[config.mk]
export PLATFORM = sky130hd
export DESIGN_NAME = ifu_fetch
export DESIGN_NICKNAME = d
export VERILOG_FILES = /design/src/rtl/ifu_fetch.sv
export SDC_FILE = /design/constraint.sdc
export NUM_CORES = 1
export LEC_CHECK = 0
export CAP_MARGIN = 20
export CORE_MARGIN = 4
export CORE_UTILIZATION = 48
export CTS_BUF_LIST = sky130_fd_sc_hd__clkbuf_4
export CTS_CLUSTER_DIAMETER = 150
export DETAILED_ROUTE_END_ITERATION = 10
export PLACE_DENSITY = 0.83
export RECOVER_POWER = 50
export SLEW_MARGIN = 20
export SYNTH_ARGS = -nofsm -noshare
export SYNTH_HDL_FRONTEND = slang
export SYNTH_SLANG_ARGS = --single-unit
[constraint.sdc]
create_clock -name clk -period 2.37 [get_ports clk]
set_input_delay 0.711 -clock clk [delete_from_list [all_inputs] [get_ports clk]]
set_output_delay 0.711 -clock clk [all_outputs]
set_load 0.02 [all_outputs]
[src/rtl/ifu_fetch.sv]
// Instruction fetch stage: owns the PC and keeps at most one request
// outstanding to instruction memory. It registers the returned word and
// offers it to decode. Execute can redirect the PC, and halt freezes
// fetch once nothing is in flight.
module ifu_fetch #(
  parameter int unsigned     XLEN     = 32,
  parameter logic [XLEN-1:0] RESET_PC = 32'h8000_0000
) (
  input  logic            clk,
  input  logic            rst_n,
  // instruction memory request
  output logic            imem_req_valid,
  input  logic            imem_req_ready,
  output logic [XLEN-1:0] imem_req_addr,
  // instruction memory response
  input  logic            imem_rsp_valid,
  input  logic [XLEN-1:0] imem_rsp_data,
  // decode side
  output logic            inst_valid,
  input  logic            inst_ready,
  output logic [XLEN-1:0] inst,
  output logic [XLEN-1:0] inst_pc,
  // control
  input  logic            redirect_valid,
  input  logic [XLEN-1:0] redirect_pc,
  input  logic            halt,
  output logic            halted,
  output logic [31:0]     fetch_cnt
);

  localparam logic [1:0] S_REQ  = 2'd0;
  localparam logic [1:0] S_WAIT = 2'd1;
  localparam logic [1:0] S_HOLD = 2'd2;
  localparam logic [1:0] S_HALT = 2'd3;

  logic [1:0]      state, state_n;
  logic [XLEN-1:0] pc, pc_n;
  logic            drop, drop_n;
  logic            halt_pend, halt_pend_n;
  logic            halt_eff;
  logic            req_fire;
  logic            deliver;
  logic            load_inst;

  // Outputs are decoded from state or taken straight from registers.
  assign imem_req_valid = (state == S_REQ);
  assign inst_valid     = (state == S_HOLD);
  assign halted         = (state == S_HALT);
  assign imem_req_addr  = pc;

  assign halt_eff = halt | halt_pend;
  assign req_fire = imem_req_valid & imem_req_ready;
  assign deliver  = inst_valid & inst_ready;

  // Next-state, next-PC and drop/halt bookkeeping.
  always_comb begin
    state_n     = state;
    pc_n        = pc;
    drop_n      = drop;
    halt_pend_n = halt_pend | halt;
    load_inst   = 1'b0;

    case (state)
      S_REQ: begin
        if (redirect_valid) begin
          pc_n = redirect_pc;
        end
        if (req_fire) begin
          // A redirect in the same cycle as the fire leaves the issued
          // request in flight for the old PC, so its response is dropped.
          state_n = S_WAIT;
          drop_n  = redirect_valid;
        end else if (halt_eff) begin
          state_n = S_HALT;
        end
      end

      S_WAIT: begin
        if (redirect_valid) begin
          pc_n = redirect_pc;
        end
        if (imem_rsp_valid) begin
          drop_n = 1'b0;
          if (halt_eff) begin
            state_n = S_HALT;
          end else if (drop || redirect_valid) begin
            state_n = S_REQ;
          end else begin
            load_inst = 1'b1;
            state_n   = S_HOLD;
          end
        end else if (redirect_valid) begin
          drop_n = 1'b1;
        end
      end

      S_HOLD: begin
        if (redirect_valid) begin
          pc_n = redirect_pc;
        end else if (inst_ready) begin
          pc_n = pc + XLEN'(4);
        end
        if (inst_ready && halt_eff) begin
          state_n = S_HALT;
        end else if (inst_ready || redirect_valid) begin
          state_n = S_REQ;
        end
      end

      default: begin
        // HALT is terminal until reset; redirect and responses are ignored.
        state_n     = S_HALT;
        drop_n      = 1'b0;
        halt_pend_n = 1'b0;
      end
    endcase

    if (state_n == S_HALT) begin
      halt_pend_n = 1'b0;
    end
  end

  // Control state registers.
  always_ff @(posedge clk or negedge rst_n) begin
    if (!rst_n) begin
      state     <= S_REQ;
      pc        <= RESET_PC;
      drop      <= 1'b0;
      halt_pend <= 1'b0;
    end else begin
      state     <= state_n;
      pc        <= pc_n;
      drop      <= drop_n;
      halt_pend <= halt_pend_n;
    end
  end

  // Instruction register; only written when a kept response arrives, so it
  // stays stable for the whole time the word is offered to decode.
  always_ff @(posedge clk or negedge rst_n) begin
    if (!rst_n) begin
      inst    <= '0;
      inst_pc <= '0;
    end else if (load_inst) begin
      inst    <= imem_rsp_data;
      inst_pc <= pc;
    end
  end

  // Delivered-instruction counter, wraps naturally at 2^32.
  always_ff @(posedge clk or negedge rst_n) begin
    if (!rst_n) begin
      fetch_cnt <= '0;
    end else if (deliver) begin
      fetch_cnt <= fetch_cnt + 32'd1;
    end
  end

endmodule
==> results of run 1 <==
[cells in the final DEF, fill, tap and decap left out, drive strengths merged, types with 6 or more instances in the layout]
| cell type | synthesis | final |
|---|---|---|
| a21oi | 32 | 32 |
| and2 | 7 | 7 |
| and3 | 11 | 11 |
| and4 | 9 | 9 |
| buf | 20 | 21 |
| clkbuf | 10 | 36 |
| clkdlybuf4s50 | 0 | 139 |
| clkinv | 0 | 7 |
| dfrtp | 131 | 131 |
| dlygate4sd2 | 0 | 50 |
| dlymetal6s2s | 0 | 10 |
| mux2 | 66 | 66 |
| nand2 | 45 | 45 |
| nand3 | 27 | 27 |
| nand4 | 14 | 14 |
| nor2 | 25 | 25 |
| nor3 | 12 | 12 |
| o21ai | 19 | 19 |
| o22ai | 11 | 11 |
| or3 | 6 | 6 |
| xnor2 | 23 | 23 |
| xor2 | 8 | 8 |
[registers in the layout, summed over array words and instances, names as in the netlist]
| signal | cells |
|---|---|
| halt_pend | 1 |
| imem_req_addr | 32 |
| inst_pc | 32 |
| state | 2 |
| fetch_cnt | 32 |
| drop | 1 |
| inst | 32 |
[cells by family (layout without fill, tap and decap cells)]
group                      after synthesis  after routing  share of synthesized area
and+or+nand+nor                        169            169                      0.152
buffers and inverters                   35            277                     0.0339
muxes                                   67             67                      0.124
DFF                                    132            132                      0.543
AOI/OAI and AO/OA                       95             95                     0.0988
xor gates and xnor gates                31             31                     0.0446
adders and majority gates                2              2                    0.00411
[metal layers]
metal	vias up	wire length, um
li1	2394	-
met1	2532	6840
met2	260	8820
met3	32	1480
met4	0	412
met5	-	0
[critical path: cells and delay by family]
kind	cells	cell delay, ns
AND/OR/NAND/NOR	2	0.49
buffers and inverters	2	1.13
multiplexers	1	0.41
[stage by stage]
step                TNS (ns)  utilization  setup slack [ns]  total power [uW]  hold WS [ns]
global route               0        0.709           0.00183             11100         0.453
detailed placement    -11.09        0.692            -0.192              9080         0.467
floorplan                  0            -             0.144              6420         0.415
finish                     0        0.709            0.0510             10500         0.386
CTS                        0        0.714           0.00267             10600        0.0516
global placement       -9.90        0.692            -0.165              8870         0.461
[final cells by class]
class | instances | area, um2 | share of cell area
Sequential cell | 132 | 3310 | 0.383
Clock inverter | 15 | 189 | 0.0218
Timing Repair Buffer | 240 | 2230 | 0.257
Clock buffer | 17 | 128 | 0.0147
Tap cell | 168 | 210 | 0.0243
Inverter | 5 | 18.8 | 0.00217
Multi-Input combinational cell | 364 | 2570 | 0.297
[where the power goes]
| group | internal [uW] | total, uW | switching [uW] |
|---|---|---|---|
| clock | 824 | 1700 | 874 |
| combinational | 2340 | 4890 | 2550 |
| sequential | 3120 | 3920 | 804 |
[worst max path at each step]
stage                     cells past startpoint  slack (ns)                 endpoint
after floorplan                               5        0.14     inst[26]$_DFFE_PN0P_
after global placement                        5       -0.17  inst_pc[25]$_DFFE_PN0P_
after detailed placement                      5       -0.19  inst_pc[23]$_DFFE_PN0P_
after CTS                                     1       0.003             fetch_cnt[6]
after global routing                          1       0.002            fetch_cnt[29]
final                                         5        0.05     inst[19]$_DFFE_PN0P_
[timing repair]
action	in CTS	in global routing
pin swaps	0	0
setup endpoints to repair	50	10
cloned	0	0
gates resized for setup	56	10
hold endpoints to repair	0	0
==> results.py, run 1 <==
metrics = {
    "layout": {
        "syn2layout_area_growth_pct": 42.1,
        "insertedDiodeCount": 0,
        "layout.cells.non_filler": 941,
        "fillerInstances": 937,
        "fin_area_um2": 8660,
        "layout-drive-gt1-share": 0.176,
        "nets": 833,
    },
    "drt": {
        "wl_per_cell_um": 18.6,
        "drcViolationCount": 0,
        "dr.pass1.iters": 5,
        "drtAntennaViolNets": 0,
        "wl_um": 17500,
        "vias": 5218,
        "first_iter_violations": 366,
        "via_per_inst": 5.55,
    },
    "placement": {
        "placed_cells": 909,
        "io_buffers": 201,
        "placed_area_um2": 8450,
        "gp_congestion": 0.822,
        "dp_hpwl_um": 12900,
    },
    "pwr": {
        "powerDensity_nw_per_um2": 1210,
        "p_leak_uw": 0.00387,
        "irDropWorstVdd_mv": 0.791,
    },
    "sta": {
        "worstMarginPinSlew_ns": 1.20,
        "min_period_ns": 2.32,
        "report.final.slew_viol_count": 0,
        "period_share": 0.978,
        "fmax_ghz": 0.431,
        "setup_viol": 0,
        "grt_setup_unrepaired": "no",
        "finClkSkew_ns": 0.0104,
        "finalHoldViolations": 0,
        "slew_headroom": 0.203,
    },
    "job": {
        "maxCapViolCount": 0,
    },
    "global_routing": {
        "grt_use_met1": 0.291,
        "grt_pass1_wl_um": 28400,
        "grt_pass1_vias": 5456,
        "grt-ovfl-total": 0,
        "grt_max_degree": 50,
        "grt_use_met2": 0.416,
        "grt_use_met3": 0.0781,
        "grt_antenna_before_repair": 0,
        "grtUsageTotal": 0.245,
        "grt_most_used_layer": "met2",
    },
    "clock_tree": {
        "clk_latency_ns": 0.55,
        "cts_max_path_buffers": 2,
        "numCtsBuffers": 17,
        "postCtsSetupBuffers": 0,
        "root_buffer": "clkbuf_4",
        "clock_sinks": 132,
        "cts_hold_buffers": 0,
        "cts_max_level": 4,
        "cts_tree": "built",
        "cts.clk_slew.worst_paths_ns": 0.12,
    },
    "floorplan": {
        "die_h_um": 121,
        "core_um2": 12200,
        "io_pins": 202,
        "die-width_um": 121,
        "start_util": 0.499,
        "fp-row-count": 40,
        "dieArea_um2": 14600,
    },
    "yosys": {
        "synth-seq-area-share": 0.543,
        "syn_avg_cell_area_um2": 11.5,
        "synth-edff-count": 0,
        "yosysTopAreaCell": "dfrtp_1",
        "synthTopCellsByArea": "dfrtp_1, mux2_2, xnor2_1",
        "synth-async-reset-ratio": 1.00,
        "synth_most_common_cell": "dfrtp_1",
        "ys_top_cells_by_count": "dfrtp_1, mux2_2, nand2_1, a21oi_1, nand3_1",
        "yosys.area.top_type_share": 0.538,
        "ys.flop_type": "dfrtp_1",
        "synth_nets": 604,
        "yosysUniqueCellTypes": 54,
        "ys_ff_latch": 132,
        "netlist_instances": 531,
        "yosys_warnings": 0,
        "syn_area_um2": 6090,
    },
    "outcome": {
        "status": "complete, no violations",
    },
    "worst_setup_path": {
        "worstSetupPathType": "in2reg",
        "cpMaxStageDelayCell": "dlygate4sd3_1",
        "crit_path_end_kind": "flip-flop",
        "rrSetupSlack_ns": 0.22,
        "worst_setup_path_start_kind": "primary input",
        "r2r-start": "state[0]$_DFF_PN0_",
        "cp_max_fo": 45,
        "crit_start": "redirect_valid",
        "worstPathRequired_ns": 2.82,
        "reg2regPathDepth": 8,
        "slowest_delay_ns": 0.59,
        "worstPathCellList": "dlygate4sd3_1 -> or2_0 -> nor4_4 -> buf_4 -> mux2_2",
        "reg2reg_to": "fetch_cnt[21]$_DFFE_PN0P_",
        "crit_arrival_ns": 2.76,
    },
    "min_path": {
        "worst_hold_path_type": "in2async",
    },
}
Power figures use the tool's default switching activity.
==> run 2, diff against run 1 <==
- SETUP_SLACK_MARGIN: unset -> 0.1
==> results.py, run 2 (synthesis gave the netlist of run 1 again) <==
metrics = {
    "worst_setup_path": {
        "worstPathRequired_ns": 2.81,
        "cp_max_fo": 10,
        "crit_arrival_ns": 2.68,
        "worst_setup_path_start_kind": "primary input",
        "worstSetupPathType": "in2reg",
        "path_delay_family": "buffers and inverters",
        "slowest_delay_ns": 0.59,
        "cpMaxStageDelayCell": "dlygate4sd3_1",
        "path_buf_inv": 4,
        "reg2regPathDepth": 9,
        "crit_cells": 8,
        "crit_path_end_kind": "flip-flop",
        "worstPathCellList": "dlygate4sd3_1 -> clkbuf_1 -> nor3b_4 -> clkbuf_1 -> clkbuf_2 -> o21ai_0 -> a21oi_1 -> a21oi_1",
    },
    "global_routing": {
        "grt_pass1_vias": 5446,
        "grt_max_degree": 50,
        "grt_most_used_layer": "met2",
        "grt_antenna_before_repair": 0,
        "grt_use_met1": 0.291,
        "grt_use_met2": 0.416,
        "grt_use_met3": 0.0781,
        "grt-ovfl-total": 0,
        "grt_pass1_wl_um": 28300,
        "grtUsageTotal": 0.245,
    },
    "clock_tree": {
        "cts.clk_slew.worst_paths_ns": 0.12,
        "cts_max_path_buffers": 2,
        "clk_latency_ns": 0.55,
        "cts_max_level": 4,
        "cts_tree": "built",
        "root_buffer": "clkbuf_4",
        "clock_sinks": 132,
        "numCtsBuffers": 17,
    },
    "floorplan": {
        "io_pins": 202,
        "dieArea_um2": 14600,
        "fp-row-count": 40,
        "start_util": 0.499,
        "die-width_um": 121,
        "die_h_um": 121,
        "core_um2": 12200,
    },
    "drt": {
        "first_iter_violations": 389,
        "wl_um": 17400,
        "drtAntennaViolNets": 0,
        "dr.pass1.iters": 6,
        "vias": 5238,
        "drcViolationCount": 0,
        "via_per_inst": 5.56,
        "wl_per_cell_um": 18.4,
    },
    "placement": {
        "io_buffers": 201,
        "placed_cells": 909,
        "placed_area_um2": 8450,
        "dp_hpwl_um": 12900,
        "gp_congestion": 0.822,
        "dp_slack_ns": -0.192,
    },
    "pwr": {
        "powerDensity_nw_per_um2": 1180,
        "irDropWorstVdd_mv": 0.787,
        "p_leak_uw": 0.00391,
    },
    "layout": {
        "syn2layout_area_growth_pct": 39.9,
        "utilization": 0.698,
        "fin_area_um2": 8520,
        "layout_commonest_cell": "dfrtp_1",
        "layout-drive-gt1-share": 0.180,
        "layout.cells.non_filler": 942,
        "final_cell_mix": "dfrtp_1, dlygate4sd2_1, clkdlybuf4s50_1",
        "insertedDiodeCount": 0,
        "nets": 834,
        "fillerInstances": 972,
    },
    "sta": {
        "grt_setup_unrepaired": "yes",
        "slew_headroom": 0.198,
        "finalHoldViolations": 0,
        "period_share": 0.946,
        "min_period_ns": 2.24,
        "hold_slack_ns": 0.395,
        "fmax_ghz": 0.446,
        "finalWorstSetupSlack_ns": 0.128,
        "report.final.slew_viol_count": 0,
        "worstMarginPinSlew_ns": 1.20,
        "finClkSkew_ns": 0.0114,
        "setup_viol": 0,
    },
    "outcome": {
        "status": "complete, no violations",
    },
    "min_path": {
        "worst_hold_path_type": "in2async",
    },
    "job": {
        "maxCapViolCount": 0,
    },
}
run 2: cell count changes in the layout (fill, tap and decap cells not counted), sizes merged:
cell / delta
clkdlybuf4s50: -70
clkbuf: +7
buf: +1
dlygate4sd2: +71
clkdlybuf4s15: +2
dlymetal6s2s: -10
run 2: what timing repair did:
action,4_1_cts,5_1_grt
endpoints found under the setup margin,124,9
hold buffers,0,0
buffers inserted,0,1
resized for setup,130,10
gates cloned,0,0
pin swaps,0,0
run 2: final timing paths:
check	startpoint	to	slack, ns
min reg2reg	fetch_cnt[31]$_DFFE_PN0P_	fetch_cnt[31]$_DFFE_PN0P_	0.48
min	rst_n	fetch_cnt[9]$_DFFE_PN0P_	0.39
max	redirect_valid	imem_req_addr[7]$_DFFE_PN0P_	0.13
min in group clk	fetch_cnt[31]$_DFFE_PN0P_	fetch_cnt[31]$_DFFE_PN0P_	0.48
max in group asynchronous	rst_n	imem_req_addr[28]$_DFFE_PN0P_	0.44
max reg2reg	state[0]$_DFF_PN0_	fetch_cnt[21]$_DFFE_PN0P_	0.20
run 2: report_power, final:
group	switching (uW)	internal, uW
clock	869	824
combinational	2550	1920
sequential	779	3120
total	4200	5860
run 2: area by class of cell:
class	instances	area [um2]	share of cell area
Timing Repair Buffer	241	2090	0.246
Tap cell	168	210	0.0247
Clock inverter	15	189	0.0222
Multi-Input combinational cell	364	2570	0.302
Clock buffer	17	128	0.0150
Inverter	5	18.8	0.00220
Sequential cell	132	3310	0.389
run 2: routing by layer:
metal  up-vias  part of all wire
met4         0             0.027
met5         -                 0
met2       262              0.50
li1       2399                 -
met1      2534              0.39
met3        43             0.084
run 2: stage by stage:
| step | TNS [ns] | power, uW |
|---|---|---|
| after floorplan | 0 | 6420 |
| after global placement | -9.90 | 8870 |
| after detailed placement | -11.09 | 9080 |
| after CTS | 0 | 10200 |
| after global routing | 0 | 10700 |
| final | 0 | 10100 |
==> run 3, diff against run 2 <==
--- a/config.mk
+++ b/config.mk
@@ -7,5 +7,5 @@
 export LEC_CHECK = 0
 export CAP_MARGIN = 20
-export CORE_MARGIN = 4
+export CORE_MARGIN = 5
 export CORE_UTILIZATION = 48
 export CTS_BUF_LIST = sky130_fd_sc_hd__clkbuf_4
@@ -15,4 +15,5 @@
 export RECOVER_POWER = 50
 export SETUP_SLACK_MARGIN = 0.1
+export SKIP_LAST_GASP = 1
 export SLEW_MARGIN = 20
 export SYNTH_ARGS = -nofsm -noshare
==> constraint.sdc (replaced) <==
create_clock -name clk -period 2.37 [get_ports clk]
set_input_delay 0.3555 -clock clk [delete_from_list [all_inputs] [get_ports clk]]
set_output_delay 0.3555 -clock clk [all_outputs]
set_load 0.02 [all_outputs]
==> results.py, run 3 (synthesis gave the netlist of run 1 again) <==
metrics = {
    "outcome": {
        "status": "complete, no violations",
    },
    "sta": {
        "min_period_ns": 2.20,
        "slew_headroom": 0.0733,
        "finClkSkew_ns": 0.0231,
        "finalWorstSetupSlack_ns": 0.167,
        "report.final.slew_viol_count": 0,
        "period_share": 0.930,
        "finalHoldViolations": 0,
        "grt_setup_unrepaired": "no",
        "setup_viol": 0,
        "fmax_ghz": 0.454,
        "worstMarginPinSlew_ns": 1.39,
        "setup_tns_ns": 0,
    },
    "floorplan": {
        "dieArea_um2": 15000,
        "fp-row-count": 41,
        "die-width_um": 123,
        "core_um2": 12500,
        "io_pins": 202,
        "die_h_um": 123,
        "start_util": 0.487,
    },
    "placement": {
        "dp_hpwl_um": 12700,
        "gp_congestion": 0.885,
        "dp_slack_ns": 0.116,
        "io_buffers": 201,
    },
    "global_routing": {
        "grtUsageTotal": 0.231,
        "grt_pass1_vias": 5246,
        "grt_max_degree": 54,
        "grt-ovfl-total": 0,
        "grt_pass1_wl_um": 27000,
        "grt_antenna_before_repair": 0,
    },
    "worst_setup_path": {
        "worstSetupPathType": "reg2out",
        "worstPathCellList": "nor2b_1 -> clkdlybuf4s50_1",
        "crit_path_end_kind": "output pin",
        "worstPathRequired_ns": 2.01,
        "cp_max_fo": 4,
        "worst_setup_path_start_kind": "flip-flop",
        "slowest_delay_ns": 0.64,
        "crit_arrival_ns": 1.85,
        "cpMaxStageDelayCell": "clkdlybuf4s50_1",
    },
    "min_path": {
        "worst_hold_path_type": "in2reg",
    },
    "pwr": {
        "total_power_uw": 10300,
        "p_leak_uw": 0.00356,
        "irDropWorstVdd_mv": 0.876,
        "powerDensity_nw_per_um2": 1200,
    },
    "drt": {
        "vias": 5158,
        "drtAntennaViolNets": 0,
        "via_per_inst": 5.53,
        "wl_um": 16800,
        "drcViolationCount": 0,
        "wl_per_cell_um": 18.0,
        "dr.pass1.iters": 4,
        "first_iter_violations": 397,
    },
    "clock_tree": {
        "cts_tree": "built",
        "clk_latency_ns": 0.57,
        "numCtsBuffers": 17,
        "cts_max_path_buffers": 2,
        "cts_max_level": 4,
        "cts.clk_slew.worst_paths_ns": 0.13,
        "clock_sinks": 132,
        "root_buffer": "clkbuf_4",
    },
    "layout": {
        "syn2layout_area_growth_pct": 41.0,
        "final_cell_mix": "clkdlybuf4s50_1, dfrtp_1, mux2_2",
        "nets": 820,
        "layout-drive-gt1-share": 0.159,
        "insertedDiodeCount": 0,
        "layout_commonest_cell": "clkdlybuf4s50_1",
    },
    "job": {
        "maxCapViolCount": 0,
    },
}
==> run 3: cell count changes in the layout (fill, tap and decap cells not counted), moves of 3 or more <==
cell	delta
dfrtp_2	-4
buf_4	-4
clkbuf_2	-4
dfrtp_1	+4
clkbuf_1	-10
clkinv_1	+3
dlygate4sd3_1	+17
dlygate4sd2_1	-121
clkdlybuf4s50_1	+113
==> run 3: metrics by stage <==
step           hold slack, ns  cells  utilization  instance area (um2)
6_report                0.315    932        0.686                 8590
5_1_grt                 0.304    932        0.686                 8590
4_1_cts                 0.280    932        0.691                 8650
3_5_place_dp            0.341    897        0.668                 8360
3_3_place_gp            0.336    897        0.668                 8360
2_1_floorplan          0.0599    531            -                 6090
==> run 3: worst max-delay path: cells and delay by family, from the launching register on <==
| kind | cells | cell delay, ns |
|---|---|---|
| buf+inv | 1 | 0.64 |
| flops | 1 | 0.45 |
| simple gates | 1 | 0.19 |
==> run 3: layer usage <==
metal  part of all wire  global-route usage  vias to the layer above
met5                  0                   0                        -
li1                   -                   -                     2371
met2               0.49               0.376                      224
met3              0.083              0.0742                       42
met1               0.39               0.283                     2521
met4              0.031               0.100                        0
==> run 3: layout make-up <==
cell class / instances / area (um2)
Tap cell: 172 / 215
Multi-Input combinational cell: 364 / 2570
Fill cell: 987 / 3930
Timing Repair Buffer: 227 / 2220
Clock inverter: 13 / 116
Clock buffer: 19 / 143
Inverter: 5 / 18.8
Sequential cell: 132 / 3310
==> run 3: power by group <==
group | internal, uW | switching, uW | leakage, uW
Sequential | 3110 | 763 | 0.00164
Combinational | 2460 | 2540 | 0.00177
Clock | 625 | 821 | 0.000144
Total | 6190 | 4120 | 0.00356
==> run 3: repair_timing <==
action	CTS	global route
hold buffers	1	0
endpoints found under the setup margin	3	1
endpoints found under the hold margin	50	0
buffers inserted	2	0
gates resized for setup	2	1
==> run 3: path summary, 6_finish.rpt <==
path	slack [ns]	startpoint	to	cells past startpoint
setup / recovery	0.17	state[0]$_DFF_PN0_	inst_valid	2
hold / removal	0.32	redirect_pc[0]	imem_req_addr[0]$_DFFE_PN0P_	3
setup reg to reg	0.28	state[0]$_DFF_PN0_	imem_req_addr[6]$_DFFE_PN0P_	6
hold reg to reg	0.48	fetch_cnt[31]$_DFFE_PN0P_	fetch_cnt[31]$_DFFE_PN0P_	1
max in group asynchronous	0.45	rst_n	state[1]$_DFF_PN0_	3
min in group asynchronous	0.66	rst_n	fetch_cnt[8]$_DFFE_PN0P_	2
